## src/rtl/mouse_click_decoder.sv

```systemverilog
// -----------------------------------------------------------------------------
// mouse_click_decoder
//
// Purpose:
//   Maps the synchronised mouse position onto one of four screen regions
//   (none, player board, enemy board, button) and publishes the registered
//   hover region and cell every cycle. It emits exactly one click event for
//   each press-and-release that starts and ends in the same cell. The event
//   is offered to the game control FSM through a valid/ready handshake.
//
// Optional feature:
//   Define MOUSE_CLICK_DEBOUNCE_EN to pass `left` through a debounce filter.
//   The filtered level follows the raw level only after the two have differed
//   for DEBOUNCE_CYC consecutive cycles. With the macro undefined, `left` is
//   used directly.
//
// Ports:
//   clk          in   1   clock
//   rst          in   1   synchronous active-high reset
//   x_pos        in  12   mouse x in pixels
//   y_pos        in  12   mouse y in pixels
//   left         in   1   left button level (already synchronised)
//   enable       in   1   0 = no new press is accepted
//   hover_region out  2   0 NONE, 1 PLAYER, 2 ENEMY, 3 BUTTON (1 cycle latency)
//   hover_cor    out  8   {col,row} under cursor; 8'hFF outside the boards
//   evt_valid    out  1   click event pending
//   evt_region   out  2   region of the pending event
//   evt_cor      out  8   cell of the pending event; 8'hFF for BUTTON
//   evt_ready    in   1   consumer accepts the event
// -----------------------------------------------------------------------------
module mouse_click_decoder #(
  parameter int PLAYER_XPOS  = 64,
  parameter int ENEMY_XPOS   = 448,
  parameter int GRID_YPOS    = 128,
  parameter int CELL_SHIFT   = 5,
  parameter int GRID_CELLS   = 10,
  parameter int BTN_XPOS     = 320,
  parameter int BTN_YPOS     = 500,
  parameter int BTN_W        = 160,
  parameter int BTN_H        = 48,
  parameter int DEBOUNCE_CYC = 4
) (
  input  logic        clk,
  input  logic        rst,
  input  logic [11:0] x_pos,
  input  logic [11:0] y_pos,
  input  logic        left,
  input  logic        enable,
  output logic [1:0]  hover_region,
  output logic [7:0]  hover_cor,
  output logic        evt_valid,
  output logic [1:0]  evt_region,
  output logic [7:0]  evt_cor,
  input  logic        evt_ready
);

  // Region codes
  localparam logic [1:0] REG_NONE   = 2'd0;
  localparam logic [1:0] REG_PLAYER = 2'd1;
  localparam logic [1:0] REG_ENEMY  = 2'd2;
  localparam logic [1:0] REG_BUTTON = 2'd3;

  // FSM states
  localparam logic [1:0] S_IDLE     = 2'd0;
  localparam logic [1:0] S_PRESSED  = 2'd1;
  localparam logic [1:0] S_WAIT_REL = 2'd2;
  localparam logic [1:0] S_EMIT     = 2'd3;

  localparam int GRID_EXT = GRID_CELLS << CELL_SHIFT;

  // Bounds are compared at 13 bits so base+extent cannot wrap around.
  localparam logic [12:0] PX_LO = 13'(PLAYER_XPOS);
  localparam logic [12:0] PX_HI = 13'(PLAYER_XPOS + GRID_EXT);
  localparam logic [12:0] EX_LO = 13'(ENEMY_XPOS);
  localparam logic [12:0] EX_HI = 13'(ENEMY_XPOS + GRID_EXT);
  localparam logic [12:0] GY_LO = 13'(GRID_YPOS);
  localparam logic [12:0] GY_HI = 13'(GRID_YPOS + GRID_EXT);
  localparam logic [12:0] BX_LO = 13'(BTN_XPOS);
  localparam logic [12:0] BX_HI = 13'(BTN_XPOS + BTN_W);
  localparam logic [12:0] BY_LO = 13'(BTN_YPOS);
  localparam logic [12:0] BY_HI = 13'(BTN_YPOS + BTN_H);

  localparam logic [11:0] PX_BASE = 12'(PLAYER_XPOS);
  localparam logic [11:0] EX_BASE = 12'(ENEMY_XPOS);
  localparam logic [11:0] GY_BASE = 12'(GRID_YPOS);

  // Elaboration-time guard on the configuration.
  if (GRID_CELLS < 1 || GRID_CELLS > 15 || DEBOUNCE_CYC < 1) begin : g_param_err
    $error("mouse_click_decoder: GRID_CELLS must be 1..15 and DEBOUNCE_CYC >= 1");
  end

  // ---------------------------------------------------------------------------
  // Combinational region / cell decode
  // ---------------------------------------------------------------------------
  logic [12:0] w_x13;
  logic [12:0] w_y13;
  logic        w_in_grid_y;
  logic        w_in_player;
  logic        w_in_enemy;
  logic        w_in_button;
  logic [11:0] w_px_off;
  logic [11:0] w_ex_off;
  logic [11:0] w_gy_off;
  logic [3:0]  w_pcol;
  logic [3:0]  w_ecol;
  logic [3:0]  w_row;
  logic [1:0]  w_region_next;
  logic [7:0]  w_cor_next;

  assign w_x13 = {1'b0, x_pos};
  assign w_y13 = {1'b0, y_pos};

  assign w_in_grid_y = (w_y13 >= GY_LO) && (w_y13 < GY_HI);
  assign w_in_player = (w_x13 >= PX_LO) && (w_x13 < PX_HI) && w_in_grid_y;
  assign w_in_enemy  = (w_x13 >= EX_LO) && (w_x13 < EX_HI) && w_in_grid_y;
  assign w_in_button = (w_x13 >= BX_LO) && (w_x13 < BX_HI) &&
                       (w_y13 >= BY_LO) && (w_y13 < BY_HI);

  // Offsets may wrap when out of range; they are only consumed when the
  // matching in-range flag is set.
  assign w_px_off = x_pos - PX_BASE;
  assign w_ex_off = x_pos - EX_BASE;
  assign w_gy_off = y_pos - GY_BASE;
  assign w_pcol   = 4'(w_px_off >> CELL_SHIFT);
  assign w_ecol   = 4'(w_ex_off >> CELL_SHIFT);
  assign w_row    = 4'(w_gy_off >> CELL_SHIFT);

  // Overlap priority: button, then player board, then enemy board.
  always_comb begin
    w_region_next = REG_NONE;
    w_cor_next    = 8'hFF;
    if (w_in_button) begin
      w_region_next = REG_BUTTON;
    end else if (w_in_player) begin
      w_region_next = REG_PLAYER;
      w_cor_next    = {w_pcol, w_row};
    end else if (w_in_enemy) begin
      w_region_next = REG_ENEMY;
      w_cor_next    = {w_ecol, w_row};
    end
  end

  // ---------------------------------------------------------------------------
  // Left button source (optionally debounced)
  // ---------------------------------------------------------------------------
  logic w_left_src;

`ifdef MOUSE_CLICK_DEBOUNCE_EN
  localparam int DB_W = $clog2(DEBOUNCE_CYC + 1);
  localparam logic [DB_W-1:0] DB_LAST = DB_W'(DEBOUNCE_CYC - 1);

  logic [DB_W-1:0] r_db_cnt;
  logic            r_left_filt;

  // Counts consecutive cycles where the raw level disagrees with the filtered
  // one; any agreeing cycle restarts the count.
  always_ff @(posedge clk) begin
    if (rst) begin
      r_db_cnt    <= '0;
      r_left_filt <= 1'b1;
    end else if (left == r_left_filt) begin
      r_db_cnt <= '0;
    end else if (r_db_cnt == DB_LAST) begin
      r_left_filt <= left;
      r_db_cnt    <= '0;
    end else begin
      r_db_cnt <= r_db_cnt + 1'b1;
    end
  end

  assign w_left_src = r_left_filt;
`else
  assign w_left_src = left;
`endif

  // ---------------------------------------------------------------------------
  // Registered hover, press tracking and click FSM
  // ---------------------------------------------------------------------------
  logic [1:0] r_hover_region;
  logic [7:0] r_hover_cor;
  logic       r_left_q;
  logic       r_left_prev;
  logic [1:0] r_state;
  logic [1:0] r_press_region;
  logic [7:0] r_press_cor;
  logic       r_evt_valid;
  logic [1:0] r_evt_region;
  logic [7:0] r_evt_cor;

  logic w_press;
  logic w_match;

  // Rising edge of the registered level. Both flops reset to 1 so that a
  // button held through reset release is not seen as a press.
  assign w_press = r_left_q & ~r_left_prev;
  assign w_match = (r_hover_region == r_press_region) &&
                   (r_hover_cor == r_press_cor);

  always_ff @(posedge clk) begin
    if (rst) begin
      r_hover_region <= REG_NONE;
      r_hover_cor    <= 8'hFF;
      r_left_q       <= 1'b1;
      r_left_prev    <= 1'b1;
      r_state        <= S_IDLE;
      r_press_region <= REG_NONE;
      r_press_cor    <= 8'hFF;
      r_evt_valid    <= 1'b0;
      r_evt_region   <= REG_NONE;
      r_evt_cor      <= 8'hFF;
    end else begin
      r_hover_region <= w_region_next;
      r_hover_cor    <= w_cor_next;
      r_left_q       <= w_left_src;
      r_left_prev    <= r_left_q;

      case (r_state)
        S_IDLE: begin
          if (w_press) begin
            if (enable && (r_hover_region != REG_NONE)) begin
              r_press_region <= r_hover_region;
              r_press_cor    <= r_hover_cor;
              r_state        <= S_PRESSED;
            end else begin
              // Presses that cannot produce a click still need a release.
              r_state <= S_WAIT_REL;
            end
          end
        end

        S_PRESSED: begin
          // enable is deliberately ignored here: it only gates new presses.
          if (r_left_q) begin
            if (!w_match) begin
              r_state <= S_WAIT_REL;
            end
          end else if (w_match) begin
            r_evt_valid  <= 1'b1;
            r_evt_region <= r_press_region;
            r_evt_cor    <= r_press_cor;
            r_state      <= S_EMIT;
          end else begin
            r_state <= S_IDLE;
          end
        end

        S_WAIT_REL: begin
          if (!r_left_q) begin
            r_state <= S_IDLE;
          end
        end

        S_EMIT: begin
          // Button activity here is ignored; the edge detector keeps running
          // so a button still held on exit needs a fresh release and press.
          if (r_evt_valid && evt_ready) begin
            r_evt_valid  <= 1'b0;
            r_evt_region <= REG_NONE;
            r_evt_cor    <= 8'hFF;
            r_state      <= S_IDLE;
          end
        end

        default: begin
          r_state <= S_IDLE;
        end
      endcase
    end
  end

  assign hover_region = r_hover_region;
  assign hover_cor    = r_hover_cor;
  assign evt_valid    = r_evt_valid;
  assign evt_region   = r_evt_region;
  assign evt_cor      = r_evt_cor;

endmodule

```

## config.mk

```make
export PLATFORM = sky130hd
export DESIGN_NAME = mouse_click_decoder
export DESIGN_NICKNAME = d
export VERILOG_FILES = /design/src/rtl/mouse_click_decoder.sv
export SDC_FILE = /design/constraint.sdc
export NUM_CORES = 1
export LEC_CHECK = 0
export BUFFER_PORTS_ARGS = -buffer_cell sky130_fd_sc_hd__buf_2
export CORE_UTILIZATION = 40
export CTS_BUF_LIST = sky130_fd_sc_hd__clkbuf_4
export CTS_CLUSTER_DIAMETER = 40
export CTS_CLUSTER_SIZE = 16
export DETAILED_ROUTE_END_ITERATION = 8
export HOLD_SLACK_MARGIN = 0.1
export PLACE_DENSITY = 0.66
export SLEW_MARGIN = 20
export SYNTH_ARGS = -nofsm -noshare
export SYNTH_HDL_FRONTEND = slang
export SYNTH_SLANG_ARGS = --single-unit
```

## constraint.sdc

```tcl
create_clock -name clk -period 3.17 [get_ports clk]
set_input_delay 0.317 -clock clk [delete_from_list [all_inputs] [get_ports clk]]
set_output_delay 0.317 -clock clk [all_outputs]
set_load 0.005 [all_outputs]
```

==> impl_metrics.toml, run 1 <==
[clock_network]
hold_buffers = 0
cts_buffer_depth = 2
post_cts_resized = 0
cts_setup_buffers = 0
clk_latency_ns = 0.33
clk_pin_slew_worst_paths_ns = 0.10
clock-sinks = 35
cts_root_buffer = "clkbuf_4"
cts_tree = "done"
cts_buffers = 5
h-tree-depth = 2

[route]
num_vias = 1430
ant_nets = 0
wirelength_um = 3450
viasPerCell = 5.05
drt_iter0_markers = 94
drcViolationCount = 0
wire_per_inst_um = 12.2
firstDrtPassIters = 5

[yosys]
synth_top_area_cell = "dfxtp_1"
synth_common_cells = "dfxtp_1 (35), nor2_1 (19), nor3_1 (12)"
synth_cells = 186
synth_flop_cell = "dfxtp_1"
ys_top_cells_by_area = "dfxtp_1 (41%), xnor2_1 (5.1%), nor2_1 (4.2%)"
synthArstFlopShare = 0
syn_area_um2 = 1710
synth-edff-count = 0
yosys_warnings = 0
ys_types = 45
ys_ff_latch = 35
synth_fp_nets = 218
avgSynthCellArea_um2 = 9.18
synth.most_common_cell = "dfxtp_1"
netlist.area_leader.share = 0.411
yosysSeqAreaShare = 0.411

[layout]
n_antenna_cell = 0
final_cells = 283
stdcell_area_um2 = 2050
multi_input_area_um2 = 960
nets = 264
synthToLayoutAreaGrowth_pct = 20.1
seq_area_um2 = 701
drive_above_1_share = 0.275
n_fill_cell = 391

[global_route]
antenna_found_initial = 0
grt-ovfl-total = 0
grt_pass1_vias = 1299
grt_pass1_wl_um = 5690
grt_max_degree = 26
grt_usage = 0.170

[sta]
drv_slew = 0
timing.final.crit_share = 0.695
finalSetupTns_ns = 0
fmax_mhz = 454
finalHoldViolCount = 0
min_period_ns = 2.20
max_slew_margin = 0.379
worst_slew_pin_slew_ns = 0.928
finalSetupViolCount = 0
rsz0062_at_grt = "false"
fin_skew_ns = 0.00427

[critical_path]
cp-start-kind = "flip-flop"
cp.required_ns = 3.42
setup.worst_path.end_class = "flip-flop"
crit_path_max_fanout = 21
cp.arrival_ns = 2.45
setup.worst_path.class = "flip-flop to flip-flop"

[floorplan]
start_util = 0.421
pin_count = 50
coreArea_um2 = 4060
die_x_um = 67.3
row_count = 23
dieHeight_um = 67.3
dieArea_um2 = 4530

[pwr]
total_power_w = 0.000842
p_leak_nw = 0.773
p_per_area_nw_per_um2 = 411
peakVddDrop_uv = 115

[placement]
place_area_um2 = 1970
placed_cells = 275
dp_hpwl_um = 2600
gp_congestion = 0.732
io_buffer_count = 47

[hold_path]
worstHoldPathType = "input pin to flip-flop"

[flow_run]
maxCapViolations = 0

[run_status]
status = "complete, no violations"
critical path: stages (launching register included):
cell      delay [ns]
dfxtp_1         0.60
nor2b_1         0.21
nand4_1         0.12
or4_1           0.73
o311a_1         0.25
a211oi_1        0.21
power by group:
group	switching (W)	internal, W	total (W)
registers	0.0000126	0.000445	0.000458
logic	0.0000449	0.0000379	0.0000828
clock network	0.000139	0.000162	0.000301
per-stage QoR:
| step | setup slack (ns) | hold slack, ns | utilization |
|---|---|---|---|
| after floorplan | 1.30 | 0.379 | - |
| after global placement | 1.03 | 0.451 | 0.486 |
| after detailed placement | 0.979 | 0.460 | 0.486 |
| after CTS | 0.961 | 0.149 | 0.505 |
| after global routing | 0.847 | 0.146 | 0.505 |
| final | 0.968 | 0.167 | 0.505 |
per-layer routing:
metal  up-vias  GRT usage  routed length [µm]
li1        769          -                   -
met1       607      0.208                1680
met2        47      0.263                1510
met3         7     0.0524                 185
met4         0     0.0931                  70
met5         -          0                   0
worst paths after layout:
path	startpoint	end	slack, ns	cells after the start
max	r_state[0]	r_state[1]	0.97	5
max reg2reg	r_state[0]	r_state[1]	0.97	5
min reg2reg	evt_region[1]	evt_region[1]	0.47	2
min	left	r_left_q	0.17	2
layout make-up:
class                   count  area share
multi-input cells         139       0.468
flip-flops and latches     35       0.342
repair buffers             47       0.115
well taps                  50      0.0305
clock inverters             3      0.0189
clock buffers               5      0.0183
inverters                   4     0.00733
cell families after synthesis:
logic type | Yosys count | synth area share
and+or+nand+nor | 75 | 0.249
AOI/OAI and AO/OA | 47 | 0.217
DFF | 35 | 0.411
buffers and inverters | 12 | 0.0271
xor gates and xnor gates | 11 | 0.0565
muxes | 3 | 0.0176
adders and majority gates | 3 | 0.0220
cells in the final DEF (no fill, tap or decap), types with 2 or more instances in the layout:
master and n:
buf_2 47, dfxtp_1 35, nor2_1 19, nor3_1 12, a21oi_1 11, xnor2_1 10
nor2b_1 10, a211o_1 8, o21ai_0 7, nand3_1 6, nand2b_1 6, nand2_1 6
clkbuf_4 5, inv_1 4, o21a_1 3, nand4_1 3, a211oi_1 3, mux2i_1 3
ha_1 3, o211ai_1 2, a41o_1 2, or2_2 2
sequential cells by signal, summed over array words and instances (netlist names):
register and cells:
evt_cor 8, hover_cor 8, r_press_cor 8, evt_region 2
hover_region 2, r_press_region 2, r_state 2, evt_valid 1
r_left_prev 1, r_left_q 1
(Power assumes the default switching activity.)
==> inputs of run 2 (changes only) <==
- PLACE_DENSITY: 0.66 -> 0.69
- clock period: 3.17 -> 1.9 ns (I/O delays scaled with it)
==> run 2 against run 1 <==
  * Critical path depth rose by 1
  * Worst setup slack got worse by 0.85 ns
  * Via count rose by 7.1%
  * Total power rose by 72%
  * Largest cell class unchanged
  * Clock skew rose by 0.0050 ns
  * Clock power rose by 71%
==> impl_metrics.toml, run 2 (synthesis gave the netlist of run 1 again) <==
[critical_path]
cp-start-kind = "flip-flop"
crit_path_max_fanout = 20
crit_buf_inv = 1
cpPeakStageDelay_ns = 0.55
cp.arrival_ns = 2.02
r2r_slack_ns = 0.11
setup.worst_path.end_class = "flip-flop"
crit_path_cell_trace = "xnor2_1, nand3_1, or4_1, buf_4, nor3_1, a21oi_1"
rr_endpoint = "evt_cor[3]"
cp.required_ns = 2.13
r2r_cells = 6
setup.worst_path.class = "flip-flop to flip-flop"
slowest_stage = "or4_1"
r2r-start = "r_press_cor[2]"
crit_family = "simple AND/OR/NAND/NOR gates"

[route]
drcViolationCount = 0
viasPerCell = 5.07
wire_per_inst_um = 12.1
num_vias = 1532
firstDrtPassIters = 4
ant_nets = 0
drt_iter0_markers = 95
wirelength_um = 3660

[sta]
finalHoldViolCount = 0
fmax_mhz = 560
worst_slew_pin_slew_ns = 0.477
min_period_ns = 1.79
timing.final.crit_share = 0.940
fin_skew_ns = 0.00926
rsz0062_at_grt = "false"
max_slew_margin = 0.680
drv_slew = 0
finalSetupViolCount = 0

[clock_network]
clk_latency_ns = 0.35
clock-sinks = 35
cts_setup_buffers = 0
clk_pin_slew_worst_paths_ns = 0.10
cts_root_buffer = "clkbuf_4"
h-tree-depth = 2
cts_tree = "done"
cts_buffer_depth = 2
cts_buffers = 5

[hold_path]
worstHoldPathType = "input pin to flip-flop"
holdPathEnd = "hover_cor[3]"
holdPathStages = 3
hold_start = "y_pos[8]"

[placement]
dp_hpwl_um = 2750
place_area_um2 = 2080
placed_cells = 289
io_buffer_count = 47
gp_congestion = 0.794

[pwr]
p_int_w = 0.00110
p_seq_frac = 0.520
switching_share = 0.241
peakVddDrop_uv = 230
p_per_area_nw_per_um2 = 651
switchingPower_w = 0.000348
p_clk_frac = 0.357
p_leak_nw = 0.864
combPwrFrac = 0.123

[layout]
final_cells = 302
nets = 283
layout_common_cells = "buf_2 (47), dfxtp_1 (34), nor2_1 (19)"
synthToLayoutAreaGrowth_pct = 30.1
final_common_cell = "buf_2"
n_antenna_cell = 0
stdcell_area_um2 = 2220
drive_above_1_share = 0.317

[flow_run]
maxCapViolations = 0

[global_route]
grt-ovfl-total = 0
grt_max_degree = 26
antenna_found_initial = 0
grt_pass1_vias = 1385
grt_pass1_wl_um = 6020
grt_usage = 0.182

[floorplan]
pin_count = 50
start_util = 0.421
dieArea_um2 = 4530
coreArea_um2 = 4060
row_count = 23
die_x_um = 67.3
dieHeight_um = 67.3

[run_status]
status = "complete, no violations"
run 2: power by group through the flow:
stage / Clock (W) / Sequential, W / Combinational (W)
2_1_floorplan: 0 / 0.000769 / 0.0000926
3_3_place_gp: 0 / 0.000767 / 0.000164
3_5_place_dp: 0 / 0.000768 / 0.000167
4_1_cts: 0.000530 / 0.000751 / 0.000176
5_1_grt: 0.000564 / 0.000753 / 0.000196
6_report: 0.000516 / 0.000751 / 0.000178
run 2: stage by stage:
stage / hold WS [ns] / power [W] / TNS [ns] / util / worst slack (ns)
after detailed placement: 0.377 / 0.000935 / -0.129 / 0.512 / -0.0361
final: 0.117 / 0.00145 / 0 / 0.547 / 0.113
after CTS: 0.108 / 0.00146 / 0 / 0.543 / 0.0597
after global placement: 0.372 / 0.000932 / -0.00181 / 0.512 / -0.00181
after floorplan: 0.252 / 0.000862 / 0 / - / 0.154
after global routing: 0.123 / 0.00151 / 0 / 0.547 / 0.00279
run 2: area by class of cell:
class                      count  area, µm²
fill                         390       1840
multi-input combinational    139        975
sequential                    35        702
timing repair buffer          66        390
tap                           50       62.6
clock inverter                 3       38.8
clock buffer                   5       37.5
inverter                       4       15.0
run 2: how the worst max path moves through the flow:
stage | end | cells after the start | start | slack (ns)
after floorplan | hover_cor[0] | 7 | x_pos[7] | 0.15
final | evt_cor[3] | 6 | r_press_cor[2] | 0.11
after global routing | hover_cor[4] | 7 | y_pos[6] | 0.003
after global placement | hover_cor[6] | 9 | x_pos[7] | -0.002
after CTS | evt_cor[3] | 6 | r_press_region[1] | 0.06
after detailed placement | hover_cor[0] | 8 | x_pos[7] | -0.04
run 2: what timing repair did:
item	4_1_cts	5_1_grt
endpoints found under the hold margin	5	0
hold buffers	5	0
resized for setup	0	3
setup endpoints to repair	0	11
run 2: per-layer routing:
metal,vias to the layer above,GRT usage,wire (µm),share of wire
li1,806,-,-,-
met1,678,0.203,1690,0.46
met2,42,0.313,1720,0.47
met3,6,0.0557,177,0.048
met4,0,0.0878,69,0.019
met5,-,0,0,0
run 2: worst reg2reg max path: cells and delay by family (launching register included):
family / cells / cell delay (ns)
xor gates and xnor gates: 1 / 0.14
DFF: 1 / 0.38
buffers and inverters: 1 / 0.22
and+or+nand+nor: 3 / 0.88
AOI/OAI and AO/OA: 1 / 0.05
==> inputs of run 3 (changes only) <==
- ABC_AREA: default -> 1
- PLACE_DENSITY: 0.69 -> 0.68
==> run 3 against run 2 <==
  * Cell count up 20%
  * First-iteration DRC count is 1.1% higher
  * Critical path depth up 5
  * Worst setup slack improved by 0.059 ns
  * Core utilization decreased by 2.3 points
  * Critical path type is now input pin to flip-flop
  * Critical endpoint is now hover_cor[7]
  * Highest routed layer unchanged
==> impl_metrics.toml, run 3 <==
[critical_path]
cp-start-kind = "input pin"
cp.arrival_ns = 1.95
slowest_stage = "dlygate4sd3_1"
crit_path_cell_trace = "dlygate4sd3_1, buf_2, inv_1, ha_1, inv_1, nor2_1, nand2_1, nand3_1, nand3_1, o31ai_1, nand2_1"
crit_path_max_fanout = 9
cpPeakStageDelay_ns = 0.54
setup.worst_path.class = "input pin to flip-flop"
cp.required_ns = 2.12
setup.worst_path.end_class = "flip-flop"

[placement]
io_buffer_count = 47
placed_cells = 348
dp_hpwl_um = 2850
gp_congestion = 0.795

[sta]
rsz0062_at_grt = "false"
fmax_mhz = 579
finalHoldViolCount = 0
min_period_ns = 1.73
timing.final.crit_share = 0.910
fin_skew_ns = 0.00520
drv_slew = 0
max_slew_margin = 0.653
finalSetupTns_ns = 0
worst_slew_pin_slew_ns = 0.519
finalSetupViolCount = 0

[yosys]
synth_top_area_cell = "dfxtp_1"
ys_top_cells_by_area = "dfxtp_1 (39%), nand2_1 (14%), inv_1 (7.6%)"
netlist.area_leader.share = 0.394
synthArstFlopShare = 0
synth_common_cells = "nand2_1 (67), inv_1 (36), dfxtp_1 (35)"
syn_area_um2 = 1780
avgSynthCellArea_um2 = 6.98
synth_flop_cell = "dfxtp_1"
yosys_warnings = 0
ys_ff_latch = 35
yosysSeqAreaShare = 0.394
synth-edff-count = 0
synth_fp_nets = 287
ys_types = 30
synth.most_common_cell = "nand2_1"
synth_cells = 255

[global_route]
grt-ovfl-total = 0
grt_max_degree = 21
antenna_found_initial = 0
grt_pass1_wl_um = 6180
grt_pass1_vias = 1478
grt_usage = 0.176

[floorplan]
pin_count = 50
dieHeight_um = 68.7
row_count = 23
coreArea_um2 = 4140
die_x_um = 68.7
dieArea_um2 = 4720
start_util = 0.430

[clock_network]
cts_tree = "done"
cts_buffers = 5
cts_buffer_depth = 2
clock-sinks = 35
clk_latency_ns = 0.33
clk_pin_slew_worst_paths_ns = 0.10
h-tree-depth = 2
cts_root_buffer = "clkbuf_4"
cts_setup_buffers = 0
hold_buffers = 6
post_cts_resized = 0

[route]
num_vias = 1711
drt_iter0_markers = 96
wirelength_um = 3730
wire_per_inst_um = 10.3
drcViolationCount = 0
viasPerCell = 4.73
firstDrtPassIters = 4
ant_nets = 0

[pwr]
p_leak_nw = 1.17
p_per_area_nw_per_um2 = 809
peakVddDrop_uv = 291

[layout]
n_antenna_cell = 0
nets = 343
final_common_cell = "nand2_1"
drive_above_1_share = 0.237
n_fill_cell = 454
final_cells = 362
synthToLayoutAreaGrowth_pct = 22.1
layout_common_cells = "nand2_1 (67), buf_2 (47), inv_1 (36)"

[run_status]
status = "complete, no violations"

[hold_path]
worstHoldPathType = "input pin to flip-flop"

[flow_run]
maxCapViolations = 0
## run 3: layout make-up
type | instances | area, µm² | share of cell area
well taps | 50 | 62.6 | 0.0288
multi-input cells | 173 | 895 | 0.411
clock buffers | 5 | 37.5 | 0.0173
flip-flops and latches | 35 | 701 | 0.322
clock inverters | 3 | 15.0 | 0.00690
inverters | 41 | 154 | 0.0708
repair buffers | 55 | 310 | 0.143
## run 3: logic make-up (layout without fill, tap and decap cells)
kind of cell / Yosys count / after routing / synth area share
AOI/OAI and AO/OA: 45 / 45 / 0.156
adders and majority gates: 3 / 3 / 0.0211
and+or+nand+nor: 122 / 122 / 0.311
buffers and inverters: 47 / 104 / 0.104
DFF: 35 / 35 / 0.394
xor gates and xnor gates: 3 / 3 / 0.0148
## run 3: worst paths after layout
path / cells past startpoint / start / to / slack (ns)
setup / recovery: 11 / x_pos[6] / hover_cor[7] / 0.17
hold / removal: 3 / y_pos[6] / hover_cor[1] / 0.12
setup reg to reg: 10 / r_state[1] / evt_valid / 0.39
hold reg to reg: 2 / evt_region[0] / evt_region[0] / 0.47
## run 3: worst max-delay path: cells and delay by family
family	cells	cell delay, ns
compound gates	1	0.08
simple gates	5	0.68
buf+inv	4	0.81
fa+ha+maj	1	0.19
## run 3: power breakdown
group | internal [W] | switching [W]
sequential | 0.000823 | 0.0000535
combinational | 0.000223 | 0.000289
clock | 0.000136 | 0.000234
## run 3: per-layer routing
| layer | track usage | vias up | wire [µm] | part of all wire |
|---|---|---|---|---|
| met4 | 0.0510 | 0 | 28 | 0.0075 |
| met1 | 0.219 | 731 | 1810 | 0.48 |
| li1 | - | 935 | - | - |
| met3 | 0.0444 | 2 | 175 | 0.047 |
| met5 | 0 | - | 0 | 0 |
| met2 | 0.297 | 43 | 1720 | 0.46 |
## run 3: per-stage QoR
stage               hold slack, ns  setup WS, ns  utilization  total power [W]  area [µm²]
floorplan                    0.259         0.560            -          0.00125        1780
global placement             0.374         0.414        0.498          0.00139        2060
detailed placement           0.377         0.382        0.498          0.00139        2060
CTS                          0.109         0.207        0.525          0.00178        2170
global route                 0.135        0.0368        0.525          0.00190        2170
finish                       0.122         0.172        0.525          0.00176        2170
